**src/rtl/mem_bus_arbiter.sv**
```systemverilog
// Arbiter sharing one single-port memory bus between instruction fetch and data memory.
// Grants are held stable until slave ack or a bounded-wait timeout aborts the cycle.
module mem_bus_arbiter #(
  parameter int ADDR_W  = 32,
  parameter int DATA_W  = 32,
  parameter int TIMEOUT = 255
) (
  input  logic              clk,
  input  logic              rst,
  input  logic              if_req_i,
  input  logic [ADDR_W-1:0] if_addr_i,
  output logic [DATA_W-1:0] if_data_o,
  output logic              if_ack_o,
  input  logic              mem_req_i,
  input  logic              mem_we_i,
  input  logic [ADDR_W-1:0] mem_addr_i,
  input  logic [3:0]        mem_sel_i,
  input  logic [DATA_W-1:0] mem_wdata_i,
  output logic [DATA_W-1:0] mem_rdata_o,
  output logic              mem_ack_o,
  output logic              bus_cyc_o,
  output logic              bus_we_o,
  output logic [ADDR_W-1:0] bus_addr_o,
  output logic [3:0]        bus_sel_o,
  output logic [DATA_W-1:0] bus_wdata_o,
  input  logic [DATA_W-1:0] bus_rdata_i,
  input  logic              bus_ack_i,
  output logic              stallreq_o,
  output logic              bus_err_o
);

  typedef enum logic [1:0] {IDLE, GRANT_D, GRANT_I} state_t;
  typedef enum logic {FETCH, DATA} grant_t;

  localparam logic [7:0] LIMIT = 8'(TIMEOUT - 1);

  state_t     r_state;
  grant_t     r_last;
  logic [7:0] r_cnt;

  logic w_if_req;
  logic w_mem_req;
  logic w_pick_data;

  // Requesters may hold req high during their ack cycle; mask it there.
  assign w_if_req    = if_req_i & ~if_ack_o;
  assign w_mem_req   = mem_req_i & ~mem_ack_o;
  assign w_pick_data = w_mem_req & ~(w_if_req & (r_last == DATA));
  assign stallreq_o  = ~rst & (w_if_req | w_mem_req);

  always_ff @(posedge clk or posedge rst) begin
    if (rst) begin
      r_state     <= IDLE;
      r_last      <= FETCH;
      r_cnt       <= '0;
      if_data_o   <= '0;
      if_ack_o    <= 1'b0;
      mem_rdata_o <= '0;
      mem_ack_o   <= 1'b0;
      bus_cyc_o   <= 1'b0;
      bus_we_o    <= 1'b0;
      bus_addr_o  <= '0;
      bus_sel_o   <= '0;
      bus_wdata_o <= '0;
      bus_err_o   <= 1'b0;
    end else begin
      if_ack_o  <= 1'b0;
      mem_ack_o <= 1'b0;
      bus_err_o <= 1'b0;
      unique case (r_state)
        IDLE: begin
          r_cnt <= '0;
          if (w_pick_data) begin
            r_state     <= GRANT_D;
            r_last      <= DATA;
            bus_cyc_o   <= 1'b1;
            bus_we_o    <= mem_we_i;
            bus_addr_o  <= mem_addr_i;
            bus_sel_o   <= mem_sel_i;
            bus_wdata_o <= mem_wdata_i;
          end else if (w_if_req) begin
            r_state    <= GRANT_I;
            r_last     <= FETCH;
            bus_cyc_o  <= 1'b1;
            bus_we_o   <= 1'b0;
            bus_addr_o <= if_addr_i;
            bus_sel_o  <= 4'b1111;
          end
        end
        GRANT_D, GRANT_I: begin
          // A real ack on the limit cycle wins over the timeout.
          if (bus_ack_i || (r_cnt == LIMIT)) begin
            r_state   <= IDLE;
            r_cnt     <= '0;
            bus_cyc_o <= 1'b0;
            bus_err_o <= ~bus_ack_i;
            if (r_state == GRANT_I) begin
              if_ack_o  <= 1'b1;
              if_data_o <= bus_ack_i ? bus_rdata_i : '0;
            end else begin
              mem_ack_o <= 1'b1;
              if (!bus_we_o) mem_rdata_o <= bus_ack_i ? bus_rdata_i : '0;
            end
          end else begin
            r_cnt <= r_cnt + 8'd1;
          end
        end
        default: r_state <= IDLE;
      endcase
    end
  end

endmodule
```
**config.mk**
```make
export PLATFORM = sky130hd
export DESIGN_NAME = mem_bus_arbiter
export DESIGN_NICKNAME = d
export VERILOG_FILES = /design/src/rtl/mem_bus_arbiter.sv
export SDC_FILE = /design/constraint.sdc
export NUM_CORES = 1
export LEC_CHECK = 0
export BUFFER_PORTS_ARGS = -buffer_cell sky130_fd_sc_hd__clkbuf_2
export CAP_MARGIN = 20
export CELL_PAD_IN_SITES_DETAIL_PLACEMENT = 0
export CELL_PAD_IN_SITES_GLOBAL_PLACEMENT = 1
export CORE_MARGIN = 8
export CORE_UTILIZATION = 35
export CTS_CLUSTER_SIZE = 8
export DETAILED_ROUTE_END_ITERATION = 12
export PLACE_DENSITY = 0.85
export REMOVE_ABC_BUFFERS = 1
export SYNTH_ARGS = -nofsm -noshare
export SYNTH_HDL_FRONTEND = slang
export SYNTH_SLANG_ARGS = --single-unit
```
**constraint.sdc**
```tcl
create_clock -name clk -period 5.3 [get_ports clk]
set_clock_uncertainty 0.1 [all_clocks]
set_input_delay 0 -clock clk [delete_from_list [all_inputs] [get_ports clk]]
set_output_delay 0 -clock clk [all_outputs]
set_load 0.005 [all_outputs]
```
Word-level counts from Yosys, hierarchy flattened. Index checks and enable logic that the tools add are counted.

Register bits after elaboration: 148. Input port bits: 138. Output and inout bits: 138. Logic and storage cells: 69.

Add/subtract/negate cells: 1. Eq/ne operators: 5. Muxes and demuxes: 26. Bitwise logic cells: 13. Reductions and logical operators: 11.

Operators by type and width (number): 32-bit two-way mux (3); 8-bit one-hot mux with 2 select lines (1); 1-bit two-way mux (14); 8-bit by 1-bit adder with 8-bit output (second input constant) (1); 8-bit == test (second input constant) (1); 4-bit two-way mux (2); 8-bit two-way mux (1); 1-bit inverter (7); 2-bit two-way mux (3); 2-bit AND reduction (3); 3-bit AND reduction (2); 1-bit AND (5); 2-bit one-hot mux with 2 select lines (1); 4-bit AND reduction (1); 2-bit nonzero test (2); 3-bit != test (second input constant) (1); 2-bit by 1-bit == test with 1-bit output (second input constant) (1); 2-bit == test (second input constant) (1); 2-bit zero test (1); 2-bit != test (second input constant) (1); 1-bit one-hot mux with 2 select lines (1); 2-bit OR reduction (1); 1-bit logical OR (1); 1-bit OR (1).

Longest topological paths before layout.
Word-level depth: 7. Mapped depth: 8. Gate-level depth less buffers: 6.

Least setup slack after synthesis. OpenSTA, ideal clock, no wires.

Path kind: register to register. From: register r_cnt[0]. To: register mem_rdata_o[0]. Library setup time: 0.121 ns. Arrival: 1.659 ns. Data required time: 5.079 ns. Path slack: 3.420 ns. Cell stages (with the launch flop): 9. Buffers on the path: 2. Clock period less this slack: 1.880 ns. Cells stage by stage: dfrtp_1 inv_1 ha_1 and3_1 a21oi_2 or3_1 buf_6 buf_6 a22o_1.

Cells in the longest elaborated chain, start to end: 3.

Ends and longest elaborated chain: start, declared (RTL line 39) `logic [7:0] r_cnt;`; start signal, assigned (RTL line 105) `r_cnt <= r_cnt + 8'd1;`; 8-bit == test (RTL line 92) `if (bus_ack_i || (r_cnt == LIMIT)) begin`; 1-bit logical OR (RTL line 92); 4-bit AND reduction (no line); end signal, assigned (RTL line 102) `if (!bus_we_o) mem_rdata_o <= bus_ack_i ? bus_rdata_i : '0;`; end, declared (RTL line 19) `output logic [DATA_W-1:0] mem_rdata_o,`.

No other way between the ends. A chain may end at the register's enable or synchronous reset.

Worst setup path after layout.
From: register r_state[0]. To: register bus_addr_o[27].

Cells in the longest elaborated chain, start to end: 2.

Ends and longest elaborated chain: start, declared (RTL line 37) `state_t r_state;`; start signal, assigned (RTL line 53) `r_state <= IDLE;`; start signal, assigned (RTL line 74) `r_state <= GRANT_D;`; start signal, assigned (RTL line 82) `r_state <= GRANT_I;`; 2-bit zero test (RTL line 70) `unique case (r_state)`; 2-bit AND reduction (no line); end signal, assigned (RTL line 78) `bus_addr_o <= mem_addr_i;`; end signal, assigned (RTL line 86) `bus_addr_o <= if_addr_i;`; end, declared (RTL line 23) `output logic [ADDR_W-1:0] bus_addr_o,`.

No other way between the ends.

==> out/results.ini <==
[run_status]
status = completed

[timing]
worst_pin_slew_ns = 0.8353
fmax_mhz = 396.0
relSlewSlack = 0.4431
rsz0062_at_grt = false
hold_viol_final = 0
tns_ns = 0
setup_ws_ns = 2.775
period_share = 0.4765
slew_violations = 0
setup_violations = 0
fin_crit_ns = 2.525

[synthesis]
synth_seq_cells = 148
yosys-top-cells-count = 148 x dfrtp_1, 71 x nand2_1, 64 x a22o_1
synth_async_sr_flop_share = 1.000
synth_top_area_share = 0.6309
ys_warn_count = 0
avgSynthCellArea_um2 = 12.05
synth_area_leader_cell = dfrtp_1
syn-cell-area_um2 = 5871
synth-edff-count = 0
synth_seq_area_share = 0.6309
synth.area.top_cells = dfrtp_1 63%, a22o_1 9.5%, nand2_1 4.5%, mux2_2 3.5%, a31oi_1 3.4%
yosys_most_used_dff = dfrtp_1
synthCells = 487
synth.most_common_cell = dfrtp_1
synth_cell_types = 38

[drt]
drc = 0
avgViaCountPerCell = 4.859
wl_per_cell_um = 17.38
vias = 5457
first_pass_iters = 5
drtAntennaViolNets = 0
route.final.wire_length_um = 19520
drtIter0Drc = 276

[global_routing]
grt_pass1_wl_um = 31400
grtUsageTotal = 0.1837
grt-ovfl-total = 0
grt_max_degree = 84
antenna_found_initial = 0
first_global_vias = 5743

[worst_setup_path]
reg2reg_slack_ns = 2.77
path_class = register to register
crit_required_ns = 5.55
arrival_ns = 2.78
critical_path.cell_chain = inv_1, ha_1, a21boi_4, buf_4, nor2_1, a31oi_1, dlygate4sd3_1
critPathBufInv = 3
worstReg2RegEnd = bus_addr_o[27]
cpPeakStageDelay_ns = 0.58
rr_startpoint = r_state[0]
critPathCaptureType = register
startpoint_type = register
crit_slowest_cell = dlygate4sd3_1
critPathTopFamily = buffers and inverters
r2r_cells = 7
cp_max_fo = 68

[clock_network]
clock-root-buffer = clkbuf_16
cts_buffers = 17
path_clk_slew_ns = 0.07
h-tree-depth = 4
worstSkewPairLatency_ns = 0.42
cts_tree = built
cts_sinks = 148
clockBufferDepth = 2

[place]
dpl_worst_slack_ns = 3.241
numPortBuffers = 275
dp_hpwl_um = 12540
finalWeightedCongestion = 0.7631

[die]
die_y_um = 145.5
io_pins = 276
rows = 47
die_w_um = 145.5
core_area_um2 = 16470
fp.dieArea_um2 = 21170
start_util = 0.3565

[layout]
seq_area_um2 = 3704
antenna_cells = 0
area_delta_synth_final_pct = 60.81
drive_gt1_frac = 0.3765
nFillCells = 1319
nets = 1033
multi_input_comb_area_um2 = 1973

[worst_hold_path]
holdCritStartpoint = if_req_i
min_path_type = primary input to register
whs_path_depth = 5
min_to = bus_cyc_o

[job]
max-cap-violations = 0

[power_and_ir_drop]
p_per_area_nw_per_um2 = 567.7
vdd_drop_max_mv = 0.2334
p_leak_uw = 0.004700

-- worst min-delay path, delay by kind of cell --
family	cells	cell delay, ns
and+or+nand+nor	2	0.26
AOI/OAI and AO/OA	2	0.15
buffers and inverters	1	0.09
-- layout make-up --
type / instances / area share
clock buffer: 17 / 0.04506
sequential: 148 / 0.3923
clock inverter: 15 / 0.02213
tap: 220 / 0.02916
multi-input combinational: 295 / 0.2090
timing repair buffer: 419 / 0.2982
inverter: 9 / 0.004109
-- through the flow --
stage	instances	area, um^2	hold WS (ns)	utilization	power, uW
after detailed placement	955	7427	0.1125	0.4511	3761
after floorplan	452	5694	-0.07235	-	2861
after global routing	1123	9440	0.06159	0.5733	5726
after global placement	955	7427	0.1119	0.4511	3719
final	1123	9440	0.01874	0.5733	5359
after CTS	1122	9413	0.001761	0.5717	5378
-- kinds of logic after synthesis --
| logic type | synth area share |
|---|---|
| adder cells (fa/ha/maj) | 0.01066 |
| AO/OA/AOI/OAI | 0.1660 |
| flip-flops | 0.6309 |
| buffers and inverters | 0.03580 |
| AND/OR/NAND/NOR | 0.09527 |
| multiplexers | 0.06138 |
-- report_power, final --
part           total, uW  switching [uW]  leakage [uW]  internal (uW)
Sequential          1960             309       0.00179           1650
Combinational       2110             959       0.00260           1150
Clock               1290             526      0.000308            764
Total               5360            1790       0.00470           3560
-- metal layers --
| layer | vias to the layer above | wire length, um | global-route usage |
|---|---|---|---|
| met5 | - | 0 | 0 |
| met1 | 2645 | 7862 | 0.2095 |
| li1 | 2545 | - | - |
| met4 | 0 | 601 | 0.07704 |
| met3 | 38 | 1298 | 0.06219 |
| met2 | 229 | 9761 | 0.3098 |
-- layout by cell type (no fill, tap or decap), drive strengths merged, types with 2 or more instances in the layout --
cell type,Yosys,final
clkbuf,23,292
dfrtp,148,148
dlygate4sd3,0,135
nand2,71,71
a22o,64,64
nor2,35,35
a31oi,32,32
mux2,32,32
inv,9,18
buf,12,9
a21oi,9,9
o21ai,7,7
nand2b,5,5
ha,5,5
o22a,4,4
a21o,4,4
or4,4,4
and3,3,3
nand3,3,3
bufinv,0,3
a32o,2,2
nor3,2,2
clkinv,0,2
-- sequential cells by signal, indices dropped and copies added, names as in the netlist, 2 cells and up --
register	count
r_state	2
r_cnt	8
mem_rdata_o	32
bus_wdata_o	32
bus_addr_o	32
if_data_o	32
bus_sel_o	4
-- worst max-delay path by stage --
stage / startpoint / depth (start not counted) / end / slack [ns]
finish: r_state[0] / 7 / bus_addr_o[27] / 2.77
global route: r_state[0] / 7 / bus_addr_o[8] / 2.57
CTS: if_ack_o / 5 / bus_addr_o[31] / 2.70
detailed placement: if_ack_o / 4 / bus_addr_o[0] / 3.24
global placement: r_cnt[0] / 7 / mem_rdata_o[22] / 3.28
floorplan: rst / 1 / bus_addr_o[0] / 1.22
-- what timing repair did --
action                     4_1_cts  5_1_grt
hold endpoints to repair       218        0
setup buffers                    0        0
gates resized for setup          0        0
hold buffers                   135        0
setup endpoints to repair        0        0
No activity file was read; power rests on OpenSTA's default activity.
